<file path="src/rtl/button_conditioner.sv">
// Input conditioning: synchronizes, debounces and edge-converts the push
// buttons, and stability-filters the selector/number switch banks.
module button_conditioner #(
    parameter int unsigned DEBOUNCE_CYCLES = 1000000
) (
    input  logic       clk,
    input  logic       reset,
    input  logic       enter_raw,
    input  logic       clear_raw,
    input  logic       new_game_raw,
    input  logic [3:0] row_sel_raw,
    input  logic [3:0] col_sel_raw,
    input  logic [3:0] num_in_raw,
    output logic       enter_pulse,
    output logic       clear_pulse,
    output logic       new_game_pulse,
    output logic [3:0] row_sel,
    output logic [3:0] col_sel,
    output logic [3:0] num_in
);

    localparam int unsigned NBTN  = 3;
    localparam int unsigned NSW   = 3;
    localparam int unsigned SW_W  = 4;
    localparam int unsigned CNT_W = $clog2(DEBOUNCE_CYCLES + 1);

    // Press completes on the D-th high sample, release on the (D+1)-th low one.
    localparam logic [CNT_W-1:0] PRESS_LAST   = CNT_W'(DEBOUNCE_CYCLES - 2);
    localparam logic [CNT_W-1:0] RELEASE_LAST = CNT_W'(DEBOUNCE_CYCLES - 1);
    localparam logic [CNT_W-1:0] CNT_MAX      = CNT_W'(DEBOUNCE_CYCLES);
    localparam logic [CNT_W-1:0] CNT_ONE      = CNT_W'(1);

    typedef enum logic [1:0] {
        RELEASED,
        PRESS_WAIT,
        PRESSED,
        RELEASE_WAIT
    } btn_state_e;

    logic [NBTN-1:0]           btn_raw;
    logic [NBTN-1:0]           btn_s1_q;
    logic [NBTN-1:0]           btn_s2_q;
    logic [NSW-1:0][SW_W-1:0]  sw_raw;
    logic [NSW-1:0][SW_W-1:0]  sw_s1_q;
    logic [NSW-1:0][SW_W-1:0]  sw_s2_q;
    logic [NBTN-1:0]           fire_c;
    logic [NSW-1:0][SW_W-1:0]  sw_out;

    assign btn_raw = {new_game_raw, clear_raw, enter_raw};
    assign sw_raw  = {num_in_raw, col_sel_raw, row_sel_raw};

    // Two-flop synchronizers for every raw bit.
    always_ff @(posedge clk) begin
        if (reset) begin
            btn_s1_q <= '0;
            btn_s2_q <= '0;
            sw_s1_q  <= '0;
            sw_s2_q  <= '0;
        end else begin
            btn_s1_q <= btn_raw;
            btn_s2_q <= btn_s1_q;
            sw_s1_q  <= sw_raw;
            sw_s2_q  <= sw_s1_q;
        end
    end

    for (genvar g = 0; g < NBTN; g++) begin : g_btn
        btn_state_e       state_q, state_d;
        logic [CNT_W-1:0] cnt_q, cnt_d;
        logic             fire_d;

        // Debounce FSM state and counter registers.
        always_ff @(posedge clk) begin
            if (reset) begin
                state_q <= RELEASED;
                cnt_q   <= '0;
            end else begin
                state_q <= state_d;
                cnt_q   <= cnt_d;
            end
        end

        // Next state: accept a level only after it has been stable long enough.
        always_comb begin
            state_d = state_q;
            cnt_d   = cnt_q;
            fire_d  = 1'b0;
            case (state_q)
                RELEASED: begin
                    if (btn_s2_q[g]) begin
                        cnt_d   = '0;
                        state_d = PRESS_WAIT;
                    end
                end
                PRESS_WAIT: begin
                    if (!btn_s2_q[g]) begin
                        cnt_d   = '0;
                        state_d = RELEASED;
                    end else if (cnt_q == PRESS_LAST) begin
                        cnt_d   = '0;
                        state_d = PRESSED;
                        fire_d  = 1'b1;
                    end else if (cnt_q != CNT_MAX) begin
                        cnt_d = cnt_q + CNT_ONE;
                    end
                end
                PRESSED: begin
                    if (!btn_s2_q[g]) begin
                        cnt_d   = '0;
                        state_d = RELEASE_WAIT;
                    end
                end
                RELEASE_WAIT: begin
                    if (btn_s2_q[g]) begin
                        cnt_d   = '0;
                        state_d = PRESSED;
                    end else if (cnt_q == RELEASE_LAST) begin
                        cnt_d   = '0;
                        state_d = RELEASED;
                    end else if (cnt_q != CNT_MAX) begin
                        cnt_d = cnt_q + CNT_ONE;
                    end
                end
                default: begin
                    cnt_d   = '0;
                    state_d = RELEASED;
                end
            endcase
        end

        assign fire_c[g] = fire_d;
    end

    // Registered strobes; a new-game press swallows simultaneous enter/clear.
    always_ff @(posedge clk) begin
        if (reset) begin
            enter_pulse    <= 1'b0;
            clear_pulse    <= 1'b0;
            new_game_pulse <= 1'b0;
        end else begin
            enter_pulse    <= fire_c[0] & ~fire_c[2];
            clear_pulse    <= fire_c[1] & ~fire_c[2];
            new_game_pulse <= fire_c[2];
        end
    end

    for (genvar g = 0; g < NSW; g++) begin : g_sw
        logic [SW_W-1:0]  out_q, out_d;
        logic [SW_W-1:0]  cand_q, cand_d;
        logic [CNT_W-1:0] cnt_q, cnt_d;

        // Filter output, candidate word and hold counter.
        always_ff @(posedge clk) begin
            if (reset) begin
                out_q  <= '0;
                cand_q <= '0;
                cnt_q  <= '0;
            end else begin
                out_q  <= out_d;
                cand_q <= cand_d;
                cnt_q  <= cnt_d;
            end
        end

        // Whole-word update once a differing candidate has held steady.
        always_comb begin
            out_d  = out_q;
            cand_d = cand_q;
            cnt_d  = cnt_q;
            if (sw_s2_q[g] == out_q) begin
                cand_d = out_q;
                cnt_d  = '0;
            end else if (sw_s2_q[g] != cand_q) begin
                cand_d = sw_s2_q[g];
                cnt_d  = '0;
            end else if (cnt_q == RELEASE_LAST) begin
                out_d = cand_q;
                cnt_d = '0;
            end else if (cnt_q != CNT_MAX) begin
                cnt_d = cnt_q + CNT_ONE;
            end
        end

        assign sw_out[g] = out_q;
    end

    assign row_sel = sw_out[0];
    assign col_sel = sw_out[1];
    assign num_in  = sw_out[2];

endmodule

</file>
<file path="config.mk">
export PLATFORM = sky130hd
export DESIGN_NAME = button_conditioner
export DESIGN_NICKNAME = d
export VERILOG_FILES = /design/src/rtl/button_conditioner.sv
export SDC_FILE = /design/constraint.sdc
export NUM_CORES = 1
export LEC_CHECK = 0
export CAP_MARGIN = 30
export CORE_MARGIN = 5
export CORE_UTILIZATION = 55
export CTS_CLUSTER_SIZE = 8
export DETAILED_ROUTE_END_ITERATION = 7
export PLACE_DENSITY = 0.85
export REMOVE_ABC_BUFFERS = 1
export SLEW_MARGIN = 20
export SYNTH_ARGS = -nofsm -noshare
export SYNTH_HDL_FRONTEND = slang
export SYNTH_SLANG_ARGS = --single-unit
</file>
<file path="constraint.sdc">
create_clock -name clk -period 2 [get_ports clk]
set_input_delay 0.2 -clock clk [delete_from_list [all_inputs] [get_ports clk]]
set_output_delay 0.2 -clock clk [all_outputs]
set_load 0.02 [all_outputs]
</file>
==> flow_summary.ini <==
[synth]
synthFlopType = dfxtp_1
synth_top_cell_by_area = dfxtp_1
synth_area_sq_um = 8364
async_reset_ff_frac = 0
synth.top_cell.area_share = 0.4380
ys.warnings.count = 0
yosys-top-cells-count = dfxtp_1 (183), nor2_1 (116), nand2_1 (80)
synth.distinct_cells = 63
avgSynthCellArea_sq_um = 8.768
ys_ff_latch = 183
netlist_top_cells_area = dfxtp_1 (44%), xor2_1 (5.9%), nor2_1 (5.2%)
synth-edff-count = 0
synth.most_common_cell = dfxtp_1
synth_seq_area_share = 0.4380
netlist_instances = 954

[placed_design]
placed_area_sq_um = 9198
numPortBuffers = 31
routabilityCongestion = 0.8404
dp_hpwl_um = 11340

[critical_path]
path_class = register to register
cp.required_ps = 2360
crit_arrival_ps = 2310
timing.rr.end = g_btn[0].cnt_q[0]$_SDFFE_PP0P_
cpPeakStageDelay_ps = 560
r2r_start = g_btn[0].cnt_q[7]$_SDFFE_PP0P_
critPathCaptureType = register
cp_num_buf_inv = 0
ff2ff_setup_slack_ps = 50
crit_cells = 5
reg2reg_depth = 5
crit_path_end = g_btn[0].cnt_q[0]$_SDFFE_PP0P_
crit_slowest_cell = or4_4
worstPathCellList = nor4b_2, nand4_1, or4_4, o21a_1, mux2i_1
crit_start = g_btn[0].cnt_q[7]$_SDFFE_PP0P_
cp_top_family = simple AND/OR/NAND/NOR gates
worstPathMaxFanout = 6
start_kind = register

[finish]
stdcell_area_sq_um = 9869
n_fill_cell = 1149
final_layout_size_suffix_gt1_frac = 0.1137
multiInputGateArea_sq_um = 4528
nets = 1057
area_growth_pct = 18.00
antenna_cells = 0
regArea_sq_um = 3670

[drt]
drc = 0
vias = 6774
drt_iter0_markers = 407
firstDrtPassIters = 4
vias_per_cell = 5.525
drt-total-wl_um = 16470
postRouteAntennaNets = 0
wire_per_inst_um = 13.43

[sta]
fmax_mhz = 512.8
tightest_slew_ps = 645.8
relSlewSlack = 0.5638
rsz0062_at_grt = yes
post-route-min-period_ps = 1950
finalSetupTns_ps = 0
final_max_slew_viol_count = 0
post-route-period-util = 0.9750
finClkSkew_ps = 6.598
finalHoldViolCount = 0
setup_viol_count_final = 0

[clocking]
clk_pin_slew_ps = 70
h-tree-depth = 4
cts.sinks = 183
cts_tree = done
clockRootBuffer = clkbuf_16
postCtsHoldBufs = 0
clockBufferDepth = 2
numCtsBuffers = 17
clock_latency_ps = 430

[hold_path]
hp-class = primary input to register
worstHoldStart = reset

[grt]
first_global_vias = 6473
grt_usage = 0.1897
grt_pass1_wl_um = 28480
gr-total-overflow = 0
antenna_found_initial = 0
grt_max_degree = 36

[floorplan]
die_height_um = 133.3
fp.coreArea_sq_um = 15030
die_w_um = 133.3
rows = 45
initial_core_util = 0.5564
dieArea_sq_um = 17770
ios = 32

[power_and_ir_drop]
ir_worst_vdd_mv = 0.6185
p_per_area_nw_per_um2 = 745.3
p_leak_nw = 3.589

[flow_run]
drv_cap = 0

[run_status]
outcome = complete, no violations
-- power breakdown --
part / internal [mW] / switching [mW] / leakage [nW]
Clock: 1.90 / 1.39 / 0.278
Sequential: 3.70 / 0.0477 / 1.48
Combinational: 0.146 / 0.172 / 1.83
-- worst min-delay path by stage --
stage	slack, ps	cells past startpoint	end
5_1_grt	130	2	sw_s2_q[2]$_SDFF_PP0_
6_report	110	2	sw_s2_q[2]$_SDFF_PP0_
4_1_cts	100	2	sw_s2_q[2]$_SDFF_PP0_
3_5_place_dp	420	1	sw_s2_q[1]$_SDFF_PP0_
2_1_floorplan	270	1	register
3_3_place_gp	420	1	btn_s2_q[1]$_SDFF_PP0_
-- cells in the final DEF (no fill, tap or decap), drive strengths merged, types with 27 or more instances in the layout --
master | netlist | final
dfxtp | 183 | 183
nor2 | 116 | 116
nand2 | 81 | 81
nand3 | 65 | 65
xor2 | 56 | 56
nor2b | 55 | 55
buf | 8 | 51
a21oi | 36 | 36
xnor2 | 32 | 32
a31oi | 30 | 30
clkdlybuf4s50 | 0 | 30
inv | 29 | 29
o21ai | 27 | 27
-- repair_timing --
item / 4_1_cts / 5_1_grt
pin swaps: 0 / 7
buffers inserted: 0 / 1
setup endpoints to repair: 12 / 33
resized for setup: 2 / 18
-- layer usage --
layer	global-route usage	share of wire	wire, um
met1	0.2409	0.47	7707
met2	0.3183	0.48	7831
met3	0.04381	0.040	663
met4	0.06571	0.016	267
met5	0	0	0
-- stage by stage --
stage	util	setup WS [ps]	std cells	hold slack (ps)	power (mW)
3_5_place_dp	0.6118	-17.32	1193	423.5	4.149
6_report	0.6565	49.97	1226	112.6	7.356
5_1_grt	0.6565	-92.85	1226	128.0	7.624
2_1_floorplan	-	-53.33	925	269.1	3.998
4_1_cts	0.6510	5.093	1225	96.03	7.437
3_3_place_gp	0.6118	35.66	1193	415.6	4.134
-- cell families (layout without fill, tap and decap cells) --
| logic type | count (synthesis) | after routing | synth area share |
|---|---|---|---|
| buf+inv | 58 | 142 | 0.02947 |
| simple gates | 457 | 457 | 0.2905 |
| mux | 19 | 19 | 0.02274 |
| flops | 183 | 183 | 0.4380 |
| fa+ha+maj | 15 | 15 | 0.02244 |
| compound gates | 134 | 134 | 0.1047 |
| xor+xnor | 88 | 88 | 0.09215 |
-- cell type report --
type / instances / share of cell area
Tap cell: 188 / 0.02383
Clock buffer: 20 / 0.04627
Timing Repair Buffer: 81 / 0.07530
Sequential cell: 183 / 0.3718
Inverter: 29 / 0.01103
Clock inverter: 12 / 0.01293
Multi-Input combinational cell: 713 / 0.4588
-- state kept, by name (all words and copies together), names as in the netlist, named ones only --
signal and count:
col_sel 4, new_game_pulse 1, g_sw.cnt_q 60, btn_s1_q 3
g_btn.state_q 3, enter_pulse 1, row_sel 4, clear_pulse 1
g_sw.cand_q 12, sw_s1_q 12, sw_s2_q 12, btn_s2_q 3
num_in 4, g_btn.cnt_q 60
Note: power is estimated with default switching activity, not from simulation.
